### config.mk
export PLATFORM = sky130hd
export DESIGN_NAME = compressor_popcount_seq
export DESIGN_NICKNAME = d
export VERILOG_FILES = /design/src/rtl/compressor_pkg.sv /design/src/rtl/compressor_15x4.sv /design/src/rtl/compressor_popcount_seq.sv
export SDC_FILE = /design/constraint.sdc
export NUM_CORES = 1
export LEC_CHECK = 0
export BUFFER_PORTS_ARGS = -buffer_cell sky130_fd_sc_hd__buf_2
export CAP_MARGIN = 15
export CORE_MARGIN = 1
export CORE_UTILIZATION = 60
export DETAILED_ROUTE_END_ITERATION = 12
export PLACE_DENSITY = 0.85
export SYNTH_ARGS = -nofsm -noshare
export SYNTH_HDL_FRONTEND = slang
export SYNTH_SLANG_ARGS = --single-unit
### constraint.sdc
create_clock -name clk -period 10.5 [get_ports clk]
set_clock_uncertainty 0.1 [all_clocks]
set_input_delay 1.575 -clock clk [delete_from_list [all_inputs] [get_ports clk]]
set_output_delay 1.575 -clock clk [all_outputs]
set_load 0.1 [all_outputs]
### src/rtl/compressor_pkg.sv
// ---------------------------------------------------------------------------
// compressor_pkg
// Shared definitions for the sequential popcount block and its 15:4
// compressor: slice/count widths, the controller state type and a helper
// that sizes the slice index counter.
// ---------------------------------------------------------------------------
package compressor_pkg;

    localparam int SLICE_W = 15;   // bits per compressor input slice
    localparam int COUNT_W = 4;    // bits of compressor count output

    typedef enum logic [1:0] {
        ST_IDLE = 2'd0,
        ST_RUN  = 2'd1,
        ST_DONE = 2'd2
    } state_t;

    // Width of a counter able to index n slices; never narrower than 1 bit.
    function automatic int idx_width(input int n);
        if (n > 1) begin
            return $clog2(n);
        end else begin
            return 1;
        end
    endfunction

endpackage

### src/rtl/compressor_15x4.sv
// ---------------------------------------------------------------------------
// compressor_15x4
// Counts the ones among 15 input bits and presents the result as a 4-bit
// binary number split over four single-bit outputs.
// Ports:
//   in_bits  [14:0]  bits to be counted (bit j = input j)
//   out_0..out_3     count, out_0 = LSB, out_3 = MSB
// ---------------------------------------------------------------------------
module compressor_15x4
    import compressor_pkg::*;
(
    input  logic [SLICE_W-1:0] in_bits,
    output logic               out_0,
    output logic               out_1,
    output logic               out_2,
    output logic               out_3
);

    logic [COUNT_W-1:0] w_sum;

    // Add the 15 input bits; 15 fits in 4 bits so the sum cannot overflow.
    always_comb begin
        w_sum = {COUNT_W{1'b0}};
        for (int j = 0; j < SLICE_W; j++) begin
            w_sum = w_sum + {{(COUNT_W-1){1'b0}}, in_bits[j]};
        end
    end

    assign out_0 = w_sum[0];
    assign out_1 = w_sum[1];
    assign out_2 = w_sum[2];
    assign out_3 = w_sum[3];

endmodule

### src/rtl/compressor_popcount_seq.sv
// ---------------------------------------------------------------------------
// compressor_popcount_seq
// Sequential population count of a NSLICES*15-bit word. An accepted word is
// latched, then one 15-bit slice per cycle is fed through a single shared
// compressor_15x4 and summed into an accumulator. The result is offered with
// a valid/ready handshake and can be cancelled with a synchronous abort.
// Ports:
//   clk, rst_n            clock, asynchronous active-low reset
//   in_valid / in_ready   input handshake (ready only while idle)
//   in_data               word to count; slice k = bits [15k+14:15k]
//   abort                 cancel a running or completed job
//   out_valid / out_ready result handshake
//   out_count             number of ones (0 whenever out_valid is low)
//   busy                  job running or result pending
// ---------------------------------------------------------------------------
module compressor_popcount_seq
    import compressor_pkg::*;
#(
    parameter int NSLICES = 4,
    parameter int ACC_W   = 6
) (
    input  logic                       clk,
    input  logic                       rst_n,
    input  logic                       in_valid,
    output logic                       in_ready,
    input  logic [SLICE_W*NSLICES-1:0] in_data,
    input  logic                       abort,
    output logic                       out_valid,
    input  logic                       out_ready,
    output logic [ACC_W-1:0]           out_count,
    output logic                       busy
);

    localparam int DATA_W = SLICE_W * NSLICES;
    localparam int IDX_W  = idx_width(NSLICES);
    localparam logic [IDX_W-1:0] LAST_IDX = IDX_W'(NSLICES - 1);

    state_t               r_state;
    logic [IDX_W-1:0]     r_slice_idx;
    logic [DATA_W-1:0]    r_slice;
    logic [ACC_W-1:0]     r_acc;
    logic [ACC_W-1:0]     r_out_count;
    logic                 r_out_valid;
    logic                 r_in_ready;
    logic                 r_busy;

    logic [SLICE_W-1:0]   w_slice;
    logic                 w_out_0;
    logic                 w_out_1;
    logic                 w_out_2;
    logic                 w_out_3;
    logic [COUNT_W-1:0]   w_count;
    logic [ACC_W-1:0]     w_acc_sum;

    // Select the slice addressed by the slice index from the latched word.
    always_comb begin
        w_slice = {SLICE_W{1'b0}};
        for (int k = 0; k < NSLICES; k++) begin
            if (r_slice_idx == IDX_W'(k)) begin
                w_slice = r_slice[k*SLICE_W +: SLICE_W];
            end else begin
                w_slice = w_slice;
            end
        end
    end

    compressor_15x4 u_compressor (
        .in_bits (w_slice),
        .out_0   (w_out_0),
        .out_1   (w_out_1),
        .out_2   (w_out_2),
        .out_3   (w_out_3)
    );

    assign w_count   = {w_out_3, w_out_2, w_out_1, w_out_0};
    // ACC_W is sized so that the full-word maximum never wraps.
    assign w_acc_sum = r_acc + ACC_W'(w_count);

    // Controller: accept, per-slice accumulation, result hold and abort.
    always_ff @(posedge clk or negedge rst_n) begin
        if (!rst_n) begin
            r_state     <= ST_IDLE;
            r_slice_idx <= {IDX_W{1'b0}};
            r_slice     <= {DATA_W{1'b0}};
            r_acc       <= {ACC_W{1'b0}};
            r_out_count <= {ACC_W{1'b0}};
            r_out_valid <= 1'b0;
            r_in_ready  <= 1'b1;
            r_busy      <= 1'b0;
        end else begin
            case (r_state)
                ST_IDLE: begin
                    // abort is deliberately not looked at while idle
                    if (in_valid && r_in_ready) begin
                        r_slice     <= in_data;
                        r_acc       <= {ACC_W{1'b0}};
                        r_slice_idx <= {IDX_W{1'b0}};
                        r_in_ready  <= 1'b0;
                        r_busy      <= 1'b1;
                        r_state     <= ST_RUN;
                    end else begin
                        r_state     <= ST_IDLE;
                    end
                end
                ST_RUN: begin
                    if (abort) begin
                        r_acc       <= {ACC_W{1'b0}};
                        r_slice_idx <= {IDX_W{1'b0}};
                        r_in_ready  <= 1'b1;
                        r_busy      <= 1'b0;
                        r_state     <= ST_IDLE;
                    end else if (r_slice_idx == LAST_IDX) begin
                        // Final slice: publish the completed sum directly.
                        r_acc       <= w_acc_sum;
                        r_out_count <= w_acc_sum;
                        r_out_valid <= 1'b1;
                        r_slice_idx <= {IDX_W{1'b0}};
                        r_state     <= ST_DONE;
                    end else begin
                        r_acc       <= w_acc_sum;
                        r_slice_idx <= r_slice_idx + IDX_W'(1);
                    end
                end
                ST_DONE: begin
                    // abort and delivery leave the same way; abort simply
                    // means the result is treated as not delivered.
                    if (abort || out_ready) begin
                        r_acc       <= {ACC_W{1'b0}};
                        r_out_count <= {ACC_W{1'b0}};
                        r_out_valid <= 1'b0;
                        r_in_ready  <= 1'b1;
                        r_busy      <= 1'b0;
                        r_state     <= ST_IDLE;
                    end else begin
                        r_state     <= ST_DONE;
                    end
                end
                default: begin
                    r_slice_idx <= {IDX_W{1'b0}};
                    r_acc       <= {ACC_W{1'b0}};
                    r_out_count <= {ACC_W{1'b0}};
                    r_out_valid <= 1'b0;
                    r_in_ready  <= 1'b1;
                    r_busy      <= 1'b0;
                    r_state     <= ST_IDLE;
                end
            endcase
        end
    end

    assign in_ready  = r_in_ready;
    assign out_valid = r_out_valid;
    assign out_count = r_out_count;
    assign busy      = r_busy;

endmodule

# Yosys cells after proc, flatten, opt, wreduce, memory -nomap -nowiden
# Index checks and enable logic that the tools add are counted.
dict set report op_classes {
  bitwise 2
  n_eq_ne 11
  n_mux 31
  add_sub_neg 16
  n_reduce_logical 9
}
# op n
set ops {}
lappend ops {{2-to-1 mux 15 bit} 4}
lappend ops {{adder 4 x 1 -> 4 bit} 13}
lappend ops {{one-hot mux 6 bit (3 select lines)} 2}
lappend ops {{2-to-1 mux 6 bit} 5}
lappend ops {{2-to-1 mux 2 bit} 6}
lappend ops {{one-hot mux 2 bit (3 select lines)} 2}
lappend ops {{inequality test 2 bit, second input constant} 5}
lappend ops {{2-to-1 mux 1 bit} 9}
lappend ops {{one-hot mux 1 bit (3 select lines)} 3}
lappend ops {{adder 6 x 4 -> 6 bit} 1}
lappend ops {{== test 2 bit, second input constant} 3}
lappend ops {{AND reduction 2 bit} 3}
lappend ops {{== test 2 x 1 -> 1 bit, second input constant} 2}
lappend ops {{zero test 2 bit} 2}
lappend ops {{AND reduction 4 bit} 1}
lappend ops {{inequality test 3 bit, second input constant} 1}
lappend ops {{AND reduction 3 bit} 1}
lappend ops {{adder 1 x 1 -> 2 bit} 1}
lappend ops {{adder 2 x 1 -> 2 bit, second input constant} 1}
lappend ops {{inverter 1 bit} 2}
lappend ops {{logical AND 1 bit} 1}
lappend ops {{logical OR 1 bit} 1}
dict set report totals {
  wordCells 77
  input_bits 65
  ff_bits 79
}

# Longest topological paths before layout
# Gate-level depths: netlist of the first run.
dict set report depth {
  ltp_word 23
  depth_mapped 23
}

# Modules after synthesis
# From an unflattened synthesis of the first run, not the netlist that was laid out.
dict set report hier_totals {
  cells_unflattened 355
  hier_area_um2 4388.0
}
# mod seq_area_each_um2 area_each_um2 cells_per_inst instances
set by_module_without_submodules {}
lappend by_module_without_submodules {compressor_popcount_seq 1978.1 4035.1 319 1}
lappend by_module_without_submodules {compressor_15x4 0.0 352.8 36 1}

# Worst setup path before layout of the first run
# OpenSTA, ideal clock, no wires.
dict set report synth_timing {
  kind {flip-flop to flip-flop}
  from {reg r_slice_idx[1]}
  to {reg r_out_count[4], in the netlist out_count[4]}
  slack_ps 4953
  synth_period_minus_slack_ps 5547
  setup_time_ps 122
  path_buffers 1
  t_arrival_ps 5325
  path_stages_with_launch 21
  path_cell_list {dfrtp_1 > inv_1 > ha_1 > clkbuf_1 > nand3b_1 > a21oi_1 > a21oi_1 > o21ai_0 > ha_1 > fa_1 > fa_1 > fa_1 > fa_1 > ha_1 > fa_1 > inv_1 > fa_1 > nand2b_1 > a21oi_1 > xor2_1 > a22o_1}
}
dict set report synth_via {
  elab_chain_len 23
}
# item line_no
set synth_rtl {}
lappend synth_rtl {{start: declaration} compressor_popcount_seq.sv:39} ;# logic [IDX_W-1:0] r_slice_idx;
lappend synth_rtl {{start signal: assignment} compressor_popcount_seq.sv:83} ;# r_slice_idx <= {IDX_W{1'b0}};
lappend synth_rtl {{start signal: assignment} compressor_popcount_seq.sv:97} ;# r_slice_idx <= {IDX_W{1'b0}};
lappend synth_rtl {{start signal: assignment} compressor_popcount_seq.sv:108} ;# r_slice_idx <= {IDX_W{1'b0}};
lappend synth_rtl {{zero test 2 bit} compressor_popcount_seq.sv:59} ;# if (r_slice_idx == IDX_W'(k)) begin
lappend synth_rtl {{2-to-1 mux 15 bit (4 in a row)} compressor_popcount_seq.sv:59}
lappend synth_rtl {{adder 1 x 1 -> 2 bit} compressor_15x4.sv:25} ;# w_sum = w_sum + {{(COUNT_W-1){1'b0}}, in_bits[j]};
lappend synth_rtl {{adder 4 x 1 -> 4 bit (13 in a row)} compressor_15x4.sv:25}
lappend synth_rtl {{adder 6 x 4 -> 6 bit} compressor_popcount_seq.sv:77} ;# assign w_acc_sum = r_acc + ACC_W'(w_count);
lappend synth_rtl {{2-to-1 mux 6 bit} compressor_popcount_seq.sv:112} ;# end else if (r_slice_idx == LAST_IDX) begin
lappend synth_rtl {{2-to-1 mux 6 bit} compressor_popcount_seq.sv:106} ;# if (abort) begin
lappend synth_rtl {{one-hot mux 6 bit (3 select lines)} compressor_popcount_seq.sv:91} ;# case (r_state)
lappend synth_rtl {{end signal: assignment} compressor_popcount_seq.sv:86} ;# r_out_count <= {ACC_W{1'b0}};
lappend synth_rtl {{end signal: assignment} compressor_popcount_seq.sv:115} ;# r_out_count <= w_acc_sum;
lappend synth_rtl {{end signal: assignment} compressor_popcount_seq.sv:129} ;# r_out_count <= {ACC_W{1'b0}};
lappend synth_rtl {{end: declaration} compressor_popcount_seq.sv:42} ;# logic [ACC_W-1:0] r_out_count;
# Parallel ways exist; a longest one is shown, timed or not. The select of a mux whose other input is x is not followed.
# A chain may end at the register's enable or synchronous reset.

# Final worst setup path of the first run
# Ends and elaborated chain as after synthesis.

==> summary.md, run 1 <==
| Metric | Value |
|---|---|
| Kind of critical path | `reg2reg` |
| DRT Pass-1 Iters | `4` |
| Reg2reg setup slack | `4.24 ns` |
| Total grt overflow | `0` |
| Crit path DAT | `around 6.4 ns` |
| Vias | `approximately 2800` |
| CP dominant cell by count | `fa_1` |
| Period utilisation layout | `0.597` |
| Hold Crit Depth | `1` |
| Via density | `5.83` |
| Starting Density | `0.636` |
| Crit Path Max Fanout | `20` |
| Root buffer cell | `clkbuf_8` |
| DR DRC count | `0` |
| Pins Over Slew Limit | `0` |
| Die span in y | `85.0 um` |
| Maxcap violations | `0` |
| Crit end category | `register` |
| Worst IR Drop VDD | `0.0903 mV` |
| Critical path required time | `10.64 ns` |
| Routed wire length | `8060 um` |
| Worst r2r dst | `out_count[4]` |
| Share of cells above drive strength 1 | `0.383` |
| Count of hold-fix buffers inserted at cts | `0` |
| Tmin final | `6.26 ns` |
| Worst-path cell chain | `inv_1 > ha_1 > nor2b_1 > a221oi_1 > o31ai_1 > fa_1 > fa_1 > fa_1 > fa_1 > ha_1 > fa_1 > inv_1 > fa_1 > nand2b_1 > a21oi_1 > xor2_1 > a22o_1` |
| Hold Crit Class | `reg2reg` |
| Top_reg_cell synth | `dfrtp_1` |
| Cell Pwr Density | `118 nW/um2` |
| DR iter-0 viols | `180` |
| Synthesis warning total | `0` |
| Outcome | `completed` |
| Fillers | `435` |
| # resized after CTS | `0` |
| Clock Sinks | `79` |
| Slew margin rel. | `0.350` |
| Final Setup Violations | `0` |
| Max Root-Sink Buffers | `2` |
| Clk_lat worst skew | `0.35 ns` |
| CTS tree | `yes` |
| Cell variety after synth | `37` |
| Slowest CP cell | `nor2b_1` |
| #FFs+latches synth | `79` |
| EDFF count, synth | `0` |
| Antenna diode count | `0` |
| Footprint of the multi-input gates | `1980 um2` |
| Final setup TNS | `0 ns` |
| Nets@finish | `486` |
| Hold Vio Cnt, Final | `0` |
| Worst Hold End | `out_valid` |
| Layout overhead on the synthesized area | `13.4%` |
| Pre-CTS WS | `4.32 ns` |
| Worst slew pin tran | `a little under 1 ns` |
| Post-CTS Setup Bufs | `0` |
| Crit start category | `register` |
| Routed Antenna Nets | `0` |
| Htree depth | `3` |
| Most common cell after layout, fill and taps aside | `dfrtp_1` |
| Post-Layout Cell Count | `479` |
| Register area share after synthesis | `0.479` |
| Placed cells | `463` |
| # IOs | `74` |
| Drt wl/cell | `16.8 um` |
| Total Power | `0.000551 W` |
| Most frequent cells in the layout | `dfrtp_1, buf_2, mux2_2` |
| Fmax | `160 MHz` |
| Syn Nets | `approximately 420` |
| Mapped Avg Cell Area | `between 10 and 15 um2` |
| Vias in the first global route | `2790` |
| Reg2reg start | `r_slice_idx[1]` |
| Hold slack | `between 0.3 and 0.4 ns` |
| Hold Startpoint | `out_valid` |
| Port Buf Inserts | `73` |
| Pin count of the biggest net entering global routing | `80` |
| Std cell rows | `29` |
| RSZ-0062 raised after global routing | `false` |
| Total track usage | `0.240` |
| Post-synth ARST share | `1.00` |
| Setup ws final | `4.24 ns` |
| Register Area | `1980 um2` |
| Gp weighted congestion | `0.899` |
| Cell Area, Synth | `4130 um2` |
| Die Area | `7220 um2` |
| R2R cell count | `17` |
| HPWL Detailed | `slightly below 6000 um` |
| Clock-pin slew on the worst setup and hold paths | `approximately 0.080 ns` |
| Core area | `6490 um2` |
| Initial antenna violation count | `0` |
| Pleak | `2.43 nW` |
| CTS buffer count | `9` |
| CP max stage delay | `0.65 ns` |
| Die extent in x | `85.0 um` |
| First-pass GRT wire length | `between 10000 and 15000 um` |
| Gate Count Post-Synth | `330` |
==> worst max-delay path, delay by kind of cell (launching register included) <==
family / cells / cell delay, ns
adder cells (fa/ha/maj): 8 / 3.54
AO/OA/AOI/OAI: 4 / 1.04
AND/OR/NAND/NOR: 2 / 0.82
flip-flops: 1 / 0.40
buffers and inverters: 2 / 0.15
XOR/XNOR: 1 / 0.11
==> kinds of logic (layout without fill, tap and decap cells) <==
family          Yosys count  after routing  share of synthesized area
compound gates           63             63                      0.113
xor+xnor                  6              6                     0.0127
fa+ha+maj                24             24                     0.0908
buf+inv                  32            104                     0.0424
flops                    79             79                      0.479
mux                      60             60                      0.181
simple gates             66             66                     0.0820
==> registers in the layout, summed over array words and instances, names as in the netlist <==
signal,flops
busy,1
r_state,2
out_count,6
out_valid,1
r_acc,6
r_slice,60
r_slice_idx,2
in_ready,1
==> power breakdown <==
part | leakage (nW) | switching (W) | internal (W)
clock | 0.0929 | 0.000116 | 0.000112
combinational | 1.24 | 0.0000102 | 0.00000893
sequential | 1.10 | 0 | 0.000304
==> per-stage QoR <==
step                utilization  instance area (um2)
finish                    0.722                 4690
CTS                       0.722                 4690
floorplan                     -                 4130
detailed placement        0.691                 4490
global route              0.722                 4690
global placement          0.691                 4490
==> cell usage after synthesis (all sizes together) (2+ instances only) <==
master	number	area share
a221oi	11	0.023
mux2	60	0.18
nor2	12	0.011
a21oi	13	0.016
fa	10	0.048
nand3b	4	0.0073
nor2b	13	0.020
o31ai	13	0.024
a31oi	2	0.0030
nor3	2	0.0024
xnor2	3	0.0064
nand2b	5	0.0076
buf	9	0.021
clkbuf	10	0.0091
o21ai	4	0.0048
nand2	25	0.023
inv	13	0.012
a22o	9	0.019
a21o	3	0.0054
ha	14	0.042
nand3	2	0.0024
xor2	3	0.0064
dfrtp	78	0.47
==> how the worst max path moves through the flow <==
stage	from	to
after detailed placement	r_slice_idx[1]	out_count[4]
final	r_slice_idx[1]	out_count[4]
after global placement	r_slice_idx[0]	out_count[4]
after CTS	r_slice_idx[1]	out_count[4]
after global routing	r_slice_idx[1]	out_count[4]
after floorplan	r_slice_idx[1]	out_count[4]
==> layer usage <==
layer | track usage | routed length (um)
met5 | 0 | 0
met4 | 0.0632 | 102
met3 | 0.0564 | 358
met2 | 0.370 | 3820
met1 | 0.346 | 3770
==> layout make-up <==
type / count / share of cell area
clock buffer: 9 / 0.0264
clock inverter: 7 / 0.0168
inverter: 13 / 0.0104
multi-input combinational: 219 / 0.422
sequential: 79 / 0.422
tap: 77 / 0.0205
timing repair buffer: 75 / 0.0817
(Power assumes the default switching activity.)
==> inputs of run 2 (changes only) <==
- CORE_UTILIZATION: 60 -> 56
- PLACE_DENSITY: 0.85 -> 0.8
- clock period: 10.5 -> 6.3 ns (I/O delays scaled with it)
==> run 2 against run 1 <==
Register-to-register slack got worse by 3.8 ns. Sequential power up 67%. Critical path depth grew 2. Largest power group unchanged. Worst setup slack lost 3.8 ns. Clock power increased by 63%. Highest routed layer unchanged. Final area grew 1.0%. Utilization is 4.0 points lower. Die area is 7.0% higher. Critical endpoint is now r_acc[5]. Combinational power increased by 70%. Via count is 1.6% lower.
==> summary.md, run 2 (synthesized netlist as in run 1, its figures left out) <==
| Metric | Value |
|---|---|
| Period utilisation layout | `0.929` |
| Root buffer cell | `clkbuf_8` |
| Post-CTS Setup Bufs | `0` |
| Layout overhead on the synthesized area | `14.6%` |
| Outcome | `completed` |
| Pleak | `2.44 nW` |
| Routed wire length | `slightly above 8000 um` |
| Worst slew pin tran | `0.965 ns` |
| Nets@finish | `489` |
| Hold Crit Class | `reg2reg` |
| DR iter-0 viols | `128` |
| Total grt overflow | `0` |
| Critical path required time | `between 6 and 7 ns` |
| CTS tree | `yes` |
| Starting Density | `0.595` |
| Worst-path cell chain | `inv_1 > ha_2 > nand3b_1 > a21oi_1 > a21oi_1 > o21ai_0 > ha_1 > fa_1 > fa_1 > fa_1 > fa_1 > ha_1 > fa_1 > xor2_1 > ha_1 > nor2_1 > o31a_1 > or3_1 > nand3_1` |
| Setup ws final | `0.447 ns` |
| CP dominant cell by count | `fa_1` |
| Final Setup Violations | `0` |
| Std cell rows | `30` |
| Post-DP Area | `4530 um2` |
| Port Buf Inserts | `73` |
| Drt wl/cell | `16.3 um` |
| Final setup TNS | `0 ns` |
| Number of flip-flops in the largest register | `60` |
| Maxcap violations | `0` |
| HPWL Detailed | `5850 um` |
| Top reg by flops | `r_slice` |
| DRT Pass-1 Iters | `4` |
| DR DRC count | `0` |
| Pins Over Slew Limit | `0` |
| Crit start category | `register` |
| Hold Vio Cnt, Final | `0` |
| Share of cells above drive strength 1 | `0.394` |
| Die span in y | `87.9 um` |
| CTS buffer count | `9` |
| RSZ-0062 raised after global routing | `false` |
| Slowest CP cell | `fa_1` |
| Slew margin rel. | `0.357` |
| # IOs | `74` |
| Most frequent cells in the layout | `dfrtp_1, buf_2, mux2_2` |
| Pin count of the biggest net entering global routing | `80` |
| Htree depth | `3` |
| Vias | `2748` |
| Vias in the first global route | `2792` |
| Tmin final | `5.85 ns` |
| CP max stage delay | `0.54 ns` |
| Core area | `between 6000 and 7000 um2` |
| Crit Path Max Fanout | `16` |
| Initial antenna violation count | `0` |
| Crit end category | `register` |
| Total track usage | `0.236` |
| Crit path DAT | `around 6 ns` |
| Clock Sinks | `79` |
| Fmax | `171 MHz` |
| Routed Antenna Nets | `0` |
| Worst IR Drop VDD | `0.157 mV` |
| Antenna diode count | `0` |
| Design area | `~4700 um2` |
| Cell Pwr Density | `between 150 and 200 nW/um2` |
| First-pass GRT wire length | `approximately 13000 um` |
| Pre-CTS WS | `~0.26 ns` |
| Clock-pin slew on the worst setup and hold paths | `0.08 ns` |
| Die extent in x | `87.9 um` |
| Via density | `around 5.5` |
| Total Power | `0.000911 W` |
| Die Area | `7730 um2` |
| Max Root-Sink Buffers | `2` |
| Kind of critical path | `reg2reg` |
| Most common cell after layout, fill and taps aside | `dfrtp_1` |
| Gp weighted congestion | `0.840` |
| Clk_lat worst skew | `0.36 ns` |
-- run 2: timing repair --
| item | 4_1_cts | 5_1_grt |
|---|---|---|
| hold buffers | 0 | 0 |
| hold endpoints to repair | 0 | 0 |
| setup endpoints to repair | 0 | 6 |
| resized for setup | 0 | 3 |
-- run 2: worst max-delay path: cells and delay by family, from the launching register on --
kind	cells	cell delay, ns
AOI/OAI and AO/OA	4	0.61
xor gates and xnor gates	1	0.17
adders and majority gates	9	3.73
buffers and inverters	1	0.10
DFF	1	0.43
and+or+nand+nor	4	0.64
-- run 2: final cells by class --
class	count	area, um2
clock buffers	9	124
fillers	520	2210
clock inverters	6	70.1
inverters	13	48.8
well taps	96	120
multi-input cells	219	1990
flip-flops and latches	79	1980
repair buffers	78	405
-- run 2: power breakdown --
part	total (W)	switching [W]	internal, W
Combinational	0.0000324	0.0000175	0.0000149
Clock	0.000372	0.000189	0.000183
Sequential	0.000507	0	0.000507
-- run 2: worst paths after layout --
kind	startpoint	end	slack [ns]	cells past startpoint
setup reg to reg	r_slice_idx[1]	r_acc[5]	0.45	19
hold / removal	out_valid	out_valid	0.38	1
max in group asynchronous	rst_n	r_slice[12]	4.84	1
setup / recovery	r_slice_idx[1]	r_acc[5]	0.45	19
min in group asynchronous	rst_n	out_count[3]	0.64	1
hold reg to reg	out_valid	out_valid	0.38	1
-- run 2: metal layers --
metal / GRT usage / share of wire / wire [um] / up-vias
met1: 0.313 / 0.45 / 3710 / 1355
li1: - / - / - / 1314
met5: 0 / 0 / 0 / -
met3: 0.0773 / 0.045 / 370 / 12
met2: 0.371 / 0.48 / 3950 / 67
met4: 0.0686 / 0.016 / 127 / 0
-- run 2: through the flow --
stage | hold slack, ns | std cells | utilization
floorplan | 0.373 | 330 | -
global placement | 0.354 | 485 | 0.653
detailed placement | 0.364 | 485 | 0.653
CTS | 0.382 | 500 | 0.681
global route | 0.405 | 500 | 0.682
finish | 0.377 | 500 | 0.682
==> inputs of run 3 (changes only) <==
- CORE_UTILIZATION: 56 -> 57
- PLACE_DENSITY: 0.8 -> 0.81
- SYNTH_HIERARCHICAL: default -> 1
==> run 3 against run 2 <==
Synthesized area up 6.2%. Largest cell class unchanged. Sequential share of layout area down 1.4 points. Wire length up 1.5%.
==> summary.md, run 3 <==
| Metric | Value |
|---|---|
| Outcome | `completed` |
| CTS tree | `yes` |
| Worst slew pin tran | `between 1 and 1.5 ns` |
| Count of hold-fix buffers inserted at cts | `0` |
| Slew margin rel. | `0.266` |
| # resized after CTS | `0` |
| Worst-path cell chain | `inv_1 > ha_1 > buf_4 > nand3b_1 > a21oi_1 > a21oi_1 > o21ai_0 > fa_1 > inv_1 > fa_1 > fa_1 > fa_1 > inv_1 > ha_1 > inv_1 > fa_1 > inv_1 > fa_1 > a21o_1 > a21oi_1 > xnor2_1 > a22o_1` |
| Antenna diode count | `0` |
| Crit path DAT | `about 5.9 ns` |
| Std cell rows | `31` |
| Die span in y | `89.7 um` |
| Clock-pin slew on the worst setup and hold paths | `0.07 ns` |
| Hold Vio Cnt, Final | `0` |
| Cell Area, Synth | `4390 um2` |
| CP dominant cell by count | `fa_1` |
| Period utilisation layout | `0.921` |
| Nets@finish | `approximately 500` |
| Post-synth ARST share | `1.00` |
| Share of cells above drive strength 1 | `0.358` |
| Starting Density | `0.599` |
| Die extent in x | `89.7 um` |
| Post-DP Area | `4720 um2` |
| Routed Antenna Nets | `0` |
| Synthesis warning total | `6` |
| Drt wl/cell | `roughly 16 um` |
| Slowest CP cell | `fa_1` |
| Worst Hold End | `out_valid` |
| Crit start category | `register` |
| Pin count of the biggest net entering global routing | `80` |
| Area contributors post-synth | `dfrtp_1, mux2_4, fa_1` |
| Port Buf Inserts | `73` |
| Worst r2r dst | `out_count[4]` |
| Design area | `4900 um2` |
| Maxcap violations | `0` |
| R2R cell count | `22` |
| Hold Crit Depth | `1` |
| Top_reg_cell synth | `dfrtp_1` |
| Kind of critical path | `reg2reg` |
| Pins Over Slew Limit | `0` |
| DR iter-0 viols | `159` |
| DR DRC count | `0` |
| Most common cell after layout, fill and taps aside | `dfrtp_1` |
| Reg2reg start | `r_slice_idx[1]` |
| Total grt overflow | `0` |
| DRT Pass-1 Iters | `4` |
| Crit end category | `register` |
| Htree depth | `3` |
| Initial antenna violation count | `0` |
| Reg2reg setup slack | `approximately 0.50 ns` |
| HPWL Detailed | `roughly 6000 um` |
| Critical path buffers and inverters | `6` |
| Post-CTS Setup Bufs | `0` |
| CP max stage delay | `0.54 ns` |
| # IOs | `74` |
| Core area | `approximately 7300 um2` |
| Clk_lat worst skew | `0.34 ns` |
| Top delay family on crit path | `adder cells` |
| Root buffer cell | `clkbuf_8` |
| Total track usage | `0.228` |
| Yosys top cell by area | `dfrtp_1` |
| Gp weighted congestion | `0.845` |
| Gate Count Post-Synth | `between 300 and 400` |
| Syn Nets | `around 440` |
| Die Area | `8050 um2` |
| Util after Layout | `0.668` |
| Final setup TNS | `0 ns` |
| RSZ-0062 raised after global routing | `false` |
| Layout overhead on the synthesized area | `11.6%` |
| Synth top cells by count | `dfrtp_1, mux2_4, a21oi_1, nand2_1, inv_1` |
| Crit Path Max Fanout | `18` |
| Routed wire length | `around 8300 um` |
| Critical path required time | `6.43 ns` |
| Most frequent cells in the layout | `dfrtp_1, buf_2, mux2_4` |
| Post-synth top area share | `0.445` |
| Hold Crit Class | `reg2reg` |
| Fmax | `roughly 170 MHz` |
| #FFs+latches synth | `79` |
| Count leader, synth | `dfrtp_1` |
| Cell variety after synth | `36` |
| Tmin final | `5.80 ns` |
| Max Root-Sink Buffers | `2` |
| Via density | `roughly 5.3` |
| Register area share after synthesis | `0.451` |
| Top reg by flops | `r_slice` |
| Vias | `2800` |
| First-pass GRT wire length | `~15000 um` |
| EDFF count, synth | `0` |
| CTS buffer count | `9` |
| Number of flip-flops in the largest register | `60` |
| Clock Sinks | `between 70 and 80` |
| Mapped Avg Cell Area | `12.4 um2` |
| Hold Startpoint | `out_valid` |
| Final Setup Violations | `0` |
| Vias in the first global route | `about 3000` |
run 3: changes by cell type in the layout (fill, tap and decap cells not counted), moves of 12 or more:
cell      previous run  this run
nand3b_1             4        16
nor2b_1             12         0
o21ai_0              4        18
a21oi_1             13        36
o31ai_1             13         1
mux2_2              41         1
mux2_4              19        59
run 3: per-layer routing:
metal	global-route usage	routed length (um)	vias up
met2	0.354	3860	64
met1	0.322	3970	1363
li1	-	-	1360
met5	0	0	-
met4	0.0738	131	0
met3	0.0448	314	13
run 3: cells by family after synthesis:
| family | synth area share |
|---|---|
| AOI/OAI and AO/OA | 0.105 |
| xor gates and xnor gates | 0.00998 |
| adders and majority gates | 0.0855 |
| buffers and inverters | 0.0622 |
| DFF | 0.451 |
| muxes | 0.207 |
| and+or+nand+nor | 0.0798 |
run 3: stage by stage:
stage	worst slack, ns	instances	hold slack, ns
floorplan	0.908	355	0.380
global placement	0.658	512	0.356
detailed placement	0.525	512	0.376
CTS	0.510	526	0.396
global route	0.124	526	0.414
finish	0.497	526	0.388
run 3: layout make-up:
type / instances / area, um2
Multi-Input combinational cell: 235 / 2140
Clock buffer: 13 / 149
Inverter: 22 / 82.6
Timing Repair Buffer: 77 / 398
Tap cell: 99 / 124
Fill cell: 532 / 2430
Sequential cell: 79 / 1980
Clock inverter: 1 / 30.0
run 3: worst max-delay path by stage:
stage,startpoint,endpoint,slack [ns],cells after the start
floorplan,r_slice_idx[0],out_count[4],0.91,22
CTS,r_slice_idx[0],out_count[4],0.51,20
finish,r_slice_idx[1],out_count[4],0.50,22
detailed placement,r_slice_idx[1],out_count[4],0.52,22
global placement,r_slice_idx[0],out_count[4],0.66,20
global route,r_slice_idx[1],out_count[4],0.12,22
Power of run 3 is not shown: default switching activity piles up to over one toggle a cycle in this logic, so the estimate is an artifact.
